--- src/rtl/counter_load_arbiter_if.sv ---
// counter_load_arbiter_if
//   Bundles the requester/counter-facing signals of counter_load_arbiter.
//   master : requester side (drives req/req_data, observes grant and load)
//   slave  : arbiter side (samples req/req_data, drives grant and load)
//   Signals: req[NUM_REQ], req_data[4*NUM_REQ], gnt[NUM_REQ], load,
//            load_data[4], busy, last_gnt_id[ID_W]
interface counter_load_arbiter_if #(
  parameter int NUM_REQ = 4
);
  localparam int ID_W = ($clog2(NUM_REQ) > 1) ? $clog2(NUM_REQ) : 1;

  logic [NUM_REQ-1:0]   req;
  logic [4*NUM_REQ-1:0] req_data;
  logic [NUM_REQ-1:0]   gnt;
  logic                 load;
  logic [3:0]           load_data;
  logic                 busy;
  logic [ID_W-1:0]      last_gnt_id;

  modport master (
    output req, req_data,
    input  gnt, load, load_data, busy, last_gnt_id
  );

  modport slave (
    input  req, req_data,
    output gnt, load, load_data, busy, last_gnt_id
  );
endinterface

--- src/rtl/counter_load_arbiter.sv ---
// counter_load_arbiter
//   Round-robin arbiter sharing the synchronous load port of a 4-bit
//   loadable counter among NUM_REQ requesters. A grant drives load/load_data
//   for one cycle, then HOLDOFF cycles of free counting follow before the
//   next grant.
//   Ports:
//     clk      - single clock, rising edge
//     reset_n  - asynchronous active-low reset
//     bus      - counter_load_arbiter_if.slave (req, req_data, gnt, load,
//                load_data, busy, last_gnt_id)
//     load_cnt - 8-bit saturating count of LOAD cycles, present only when
//                COUNTER_ARB_STATS_EN is defined
//
//   state | meaning
//   IDLE  | sample req, grant the first requester at/after the pointer
//   LOAD  | gnt/load high for exactly this cycle
//   HOLD  | hold-off window, requests ignored until hold_cnt reaches 0
module counter_load_arbiter #(
  parameter int NUM_REQ = 4,
  parameter int HOLDOFF = 2
) (
  input  logic                    clk,
  input  logic                    reset_n,
  counter_load_arbiter_if.slave   bus
`ifdef COUNTER_ARB_STATS_EN
  ,
  output logic [7:0]              load_cnt
`endif
);

  localparam int ID_W = ($clog2(NUM_REQ) > 1) ? $clog2(NUM_REQ) : 1;
  localparam logic [3:0] HOLD_INIT = (HOLDOFF > 0) ? 4'(HOLDOFF - 1) : 4'd0;

  typedef enum logic [1:0] {IDLE, LOAD, HOLD} state_t;

  state_t             state;
  logic [ID_W-1:0]    ptr;
  logic [3:0]         hold_cnt;

  logic [NUM_REQ-1:0] hi_req;
  logic               pick_valid;
  logic [ID_W-1:0]    pick_id;
  logic [NUM_REQ-1:0] pick_oh;
  logic [3:0]         pick_data;

  // Requests at or above the pointer win first; otherwise wrap to the
  // lowest set index. Descending loops leave the lowest match in place.
  always_comb begin
    hi_req     = '0;
    pick_valid = |bus.req;
    pick_id    = '0;
    pick_oh    = '0;
    pick_data  = '0;
    for (int i = 0; i < NUM_REQ; i++) begin
      hi_req[i] = bus.req[i] & (ID_W'(i) >= ptr);
    end
    for (int i = NUM_REQ - 1; i >= 0; i--) begin
      if (bus.req[i]) begin
        pick_id    = ID_W'(i);
        pick_oh    = '0;
        pick_oh[i] = 1'b1;
        pick_data  = bus.req_data[4*i +: 4];
      end
    end
    if (|hi_req) begin
      for (int i = NUM_REQ - 1; i >= 0; i--) begin
        if (hi_req[i]) begin
          pick_id    = ID_W'(i);
          pick_oh    = '0;
          pick_oh[i] = 1'b1;
          pick_data  = bus.req_data[4*i +: 4];
        end
      end
    end
  end

  always_ff @(posedge clk or negedge reset_n) begin
    if (!reset_n) begin
      state           <= IDLE;
      ptr             <= '0;
      hold_cnt        <= '0;
      bus.gnt         <= '0;
      bus.load        <= 1'b0;
      bus.load_data   <= '0;
      bus.last_gnt_id <= '0;
    end else begin
      case (state)
        IDLE: begin
          if (pick_valid) begin
            bus.gnt         <= pick_oh;
            bus.load        <= 1'b1;
            bus.load_data   <= pick_data;
            bus.last_gnt_id <= pick_id;
            ptr             <= (pick_id == ID_W'(NUM_REQ - 1)) ? '0 : pick_id + 1'b1;
            state           <= LOAD;
          end
        end
        LOAD: begin
          bus.gnt  <= '0;
          bus.load <= 1'b0;
          if (HOLDOFF == 0) begin
            state <= IDLE;
          end else begin
            hold_cnt <= HOLD_INIT;
            state    <= HOLD;
          end
        end
        HOLD: begin
          if (hold_cnt == 4'd0) begin
            state <= IDLE;
          end else begin
            hold_cnt <= hold_cnt - 1'b1;
          end
        end
        default: begin
          state    <= IDLE;
          bus.gnt  <= '0;
          bus.load <= 1'b0;
        end
      endcase
    end
  end

  assign bus.busy = (state != IDLE);

`ifdef COUNTER_ARB_STATS_EN
  always_ff @(posedge clk or negedge reset_n) begin
    if (!reset_n) begin
      load_cnt <= '0;
    end else if (state == LOAD && load_cnt != 8'hFF) begin
      load_cnt <= load_cnt + 1'b1;
    end
  end
`endif

endmodule

--- src/flat_wrapper.sv ---
// flat-port wrapper written by rule: the top's interface ports become plain ports
module counter_load_arbiter_flat 
#(
  parameter int NUM_REQ = 4,
  parameter int HOLDOFF = 2
)
  (clk, reset_n, bus_req, bus_req_data, bus_gnt, bus_load, bus_load_data, bus_busy, bus_last_gnt_id);
  counter_load_arbiter_if #(.NUM_REQ(NUM_REQ)) bus_i ();
  input  logic clk;
  input  logic reset_n;
  input wire logic [$bits(bus_i.req)-1:0] bus_req;
  input wire logic [$bits(bus_i.req_data)-1:0] bus_req_data;
  output wire logic [$bits(bus_i.gnt)-1:0] bus_gnt;
  output wire logic [$bits(bus_i.load)-1:0] bus_load;
  output wire logic [$bits(bus_i.load_data)-1:0] bus_load_data;
  output wire logic [$bits(bus_i.busy)-1:0] bus_busy;
  output wire logic [$bits(bus_i.last_gnt_id)-1:0] bus_last_gnt_id;
  assign bus_i.req = bus_req;
  assign bus_i.req_data = bus_req_data;
  assign bus_gnt = bus_i.gnt;
  assign bus_load = bus_i.load;
  assign bus_load_data = bus_i.load_data;
  assign bus_busy = bus_i.busy;
  assign bus_last_gnt_id = bus_i.last_gnt_id;
  counter_load_arbiter #(.NUM_REQ(NUM_REQ), .HOLDOFF(HOLDOFF)) u_core (.clk(clk), .reset_n(reset_n), .bus(bus_i));
endmodule
--- config.mk ---
export PLATFORM = sky130hd
export DESIGN_NAME = counter_load_arbiter_flat
export DESIGN_NICKNAME = d
export VERILOG_FILES = /design/src/rtl/counter_load_arbiter_if.sv /design/src/rtl/counter_load_arbiter.sv /design/src/flat_wrapper.sv
export SDC_FILE = /design/constraint.sdc
export NUM_CORES = 1
export LEC_CHECK = 0
export ABC_AREA = 1
export CORE_MARGIN = 8
export CORE_UTILIZATION = 34
export CTS_CLUSTER_SIZE = 8
export DETAILED_ROUTE_END_ITERATION = 8
export GPL_ROUTABILITY_DRIVEN = 0
export PLACE_DENSITY = 0.64
export SLEW_MARGIN = 40
export SYNTH_ARGS = -nofsm -noshare
export SYNTH_HDL_FRONTEND = slang
export SYNTH_SLANG_ARGS = --single-unit
export TNS_END_PERCENT = 30
--- constraint.sdc ---
create_clock -name clk -period 1.4 [get_ports clk]
set_input_delay 0.28 -clock clk [delete_from_list [all_inputs] [get_ports clk]]
set_output_delay 0.28 -clock clk [all_outputs]
set_load 0.01 [all_outputs]
==> impl_results.md <==
- Status: finished clean
- Switching Share: 42.6%
- Ratio of cells with drive above 1 in the final layout: 24.4%
- CP Capture Type: output port
- CP arrival: 1.03 ns
- Mapped Area: 0.00122 sq mm
- Post-synth EDFFs: 0
- Post-synth top cells: nand2_1, nand3_1, inv_1
- Area leader, netlist: dfrtp_1
- Part of the cycle the worst path needs: a little over 90%
- Largest net degree at the start of global routing: 20
- CTS Hold Bufs: 0
- CP cell instances: nor2_2 > inv_1 > buf_2
- Layout area overhead: 52.4%
- Initial antenna violation count: 0
- Clock power share: 8.6%
- Placed cell count: about 280
- Ys async rst share: 100%
- Vias in the first global route: 1278
- Slowest-stage cell, CP: dfrtp_1
- Die Width: roughly 76 um
- Synth Flop Type: dfrtp_1
- Internal power: around 1.8 mW
- Crit path launch type: flip-flop
- Max VDD drop: around 820 uV
- Final WL: 3.43 mm
- Worst path bufs/invs: 2
- Clock-pin slew on the worst setup and hold paths: 0.11 ns
- Detail Placement HPWL: around 2.8 mm
- Syn Nets: 193
- Max Slew Vio Count: 0
- Die Area: 0.00578 sq mm
- Post-synth top area share: 38.8%
- Setup crit start: u_core.state[0]
- Max-Cap Viols: 0
- 1st-iter DRT viols: 54
- Reg-to-Reg Start: u_core.state[0]
- Post-Synthesis Cells: around 170
- Post-Synth XOR/XNOR Area: less than 1%
- Leakage: 0.983 nW
- Total power: 3.19 mW
- Count leader, synth: nand2_1
- GRT overflow: 0
- Sinks on Clock Net: 19
- Wire length on met3: 164 um
- Length of the first detailed-routing pass in iterations: 4
- Main combinational cell family by area after synthesis: simple AND/OR/NAND/NOR gates
- Number of non-filler instances in the completed layout: 282
- Multiplexer area fraction after synthesis: 0%
- Yosys Warn Count: 0
- Final Critical Period: 1.31 ns
- Slowest stage delay, CP: ~0.40 ns
- PD cells: 1710 mW/mm^2
- Wire per inst: 12.2 um
- Core area: ~0.0036 sq mm
- Power share of the sequential group: a little under a third
- FF+latch count, synth: 19
- Slew @ Worst Pin: 0.430 ns
- Post-synthesis cell type count: 26
- Delay-heaviest family, CP: flip-flops
- M1 WL: around 1.7 mm
- Synth Area in Simple Gates: between 40% and 50%
- Adder-cell share of the synthesized area: 2.04%
- H-tree depth: 1
- Post-DRT Antenna Nets: 0
- Final nets: 259
- Num rows: 22
- First-pass GRT wire length: 5.80 mm
- Routed via count: 1275
- Top Ports: 34
- Crit Path Category: flip-flop to output port
- Sequential area share after synthesis: slightly below 40%
- Via-per-instance ratio: between 4 and 5
- Final Hold Fails: 0
- Reg2reg setup slack: approximately 0.10 ns
- Req. time, crit path: 1.12 ns
- Avg Inst Size Synth: 7.25 sq um
- # DRC: 0
- Ant diodes: 0
- CTS Buffer Depth: 2
- Hold Path Class: primary input to asynchronous set/reset pin
- CTS tree: done
- Highest routed layer: met4
- F_max: about 760 MHz
- Crit-path max FO: 2
- Initial Utilization: between 30% and 40%
- IO buf count: 33
- CTS buffer count: 3
- Psw: between 1 and 1.5 mW
- Met2 WL: 1.53 mm
- Largest cells by area after synthesis: dfrtp_1, nand2_1, nand3_1, inv_1, nor2_1
- RSZ-0062 raised after global routing: yes
- Final setup vio count: 0
- Root buffer cell: clkbuf_4
- Worst relative slew slack: 71.0%
- Chip Height: 76.0 um
- Clk Latency, worst-skew pair: 0.30 ns
- Compound-Gate Fraction of Synth Area: under 10%
- Combinational share of power: about three fifths
- GRT Util Overall: a little under an eighth
- Max Clock Skew: 0.0130 ns
==> cell type report <==
type,instances,area [sq um]
clock inverter,1,5.00
timing repair buffer,63,556
clock buffer,3,22.5
fill,346,1680
tap,48,60.1
inverter,24,90.1
multi-input combinational,124,657
sequential,19,477
==> path summary, 6_finish.rpt <==
kind / endpoint / cells after the start
max: bus_busy / 3
max reg2reg: u_core.hold_cnt[1] / 5
max in group asynchronous: u_core.bus.load_data[2] / 2
min in group clk: u_core.bus.gnt[3] / 4
min: u_core.hold_cnt[2] / 2
min reg2reg: u_core.bus.last_gnt_id[0] / 2
==> sequential cells by signal, summed over array words and instances, names as in the netlist <==
signal and count:
u_core.bus.gnt 4, u_core.bus.load_data 4, u_core.bus.load 1, u_core.ptr 2
u_core.bus.last_gnt_id 2, u_core.state 2, u_core.hold_cnt 4
==> repair_timing <==
action	in CTS	in global routing
pin swaps	1	3
endpoints found under the setup margin	14	9
gates resized for setup	18	11
setup buffers	0	1
==> placed cells by master (no fill, tap or decap), types with 3 or more instances in the layout <==
cell type,n
nor2_1,9
nor2_2,3
buf_4,28
nand2_2,5
nor3_1,4
o21ai_1,3
dlygate4sd2_1,13
dfrtp_1,18
a21oi_1,5
clkbuf_4,3
inv_1,19
o21ai_0,4
inv_2,5
clkdlybuf4s50_1,17
nand2_1,46
nand3_1,24
==> cells by family (layout without fill, tap and decap cells) <==
group | after synthesis | after routing
adders and majority gates | 2 | 2
buffers and inverters | 26 | 91
DFF | 19 | 19
and+or+nand+nor | 103 | 103
xor gates and xnor gates | 1 | 1
AOI/OAI and AO/OA | 18 | 18
==> through the flow <==
step	hold WS (ns)	worst slack (ns)	util (%)	TNS [ns]	area (sq um)
after floorplan	-0.0156	0.156	-	0	1220
after global placement	0.462	-0.324	51.3	-3.01	1820
after detailed placement	0.483	-0.350	51.3	-3.18	1820
after CTS	0.292	0.0448	51.6	0	1830
after global routing	0.306	-0.0101	52.6	-0.0124	1870
final	0.291	0.0924	52.6	0	1870
==> power groups by stage <==
stage / registers [mW] / clock network (mW) / logic [mW]
floorplan: 1.02 / 0 / 0.962
global placement: 0.970 / 0 / 2.00
detailed placement: 0.959 / 0 / 2.01
CTS: 0.950 / 0.287 / 1.91
global route: 0.982 / 0.307 / 2.20
finish: 0.955 / 0.273 / 1.96
==> per-layer routing <==
layer	track usage, %	vias up
met1	15.6	551
met5	0	-
met4	5.10	0
met2	18.6	36
met3	2.36	4
li1	-	684
(Power assumes the default switching activity.)
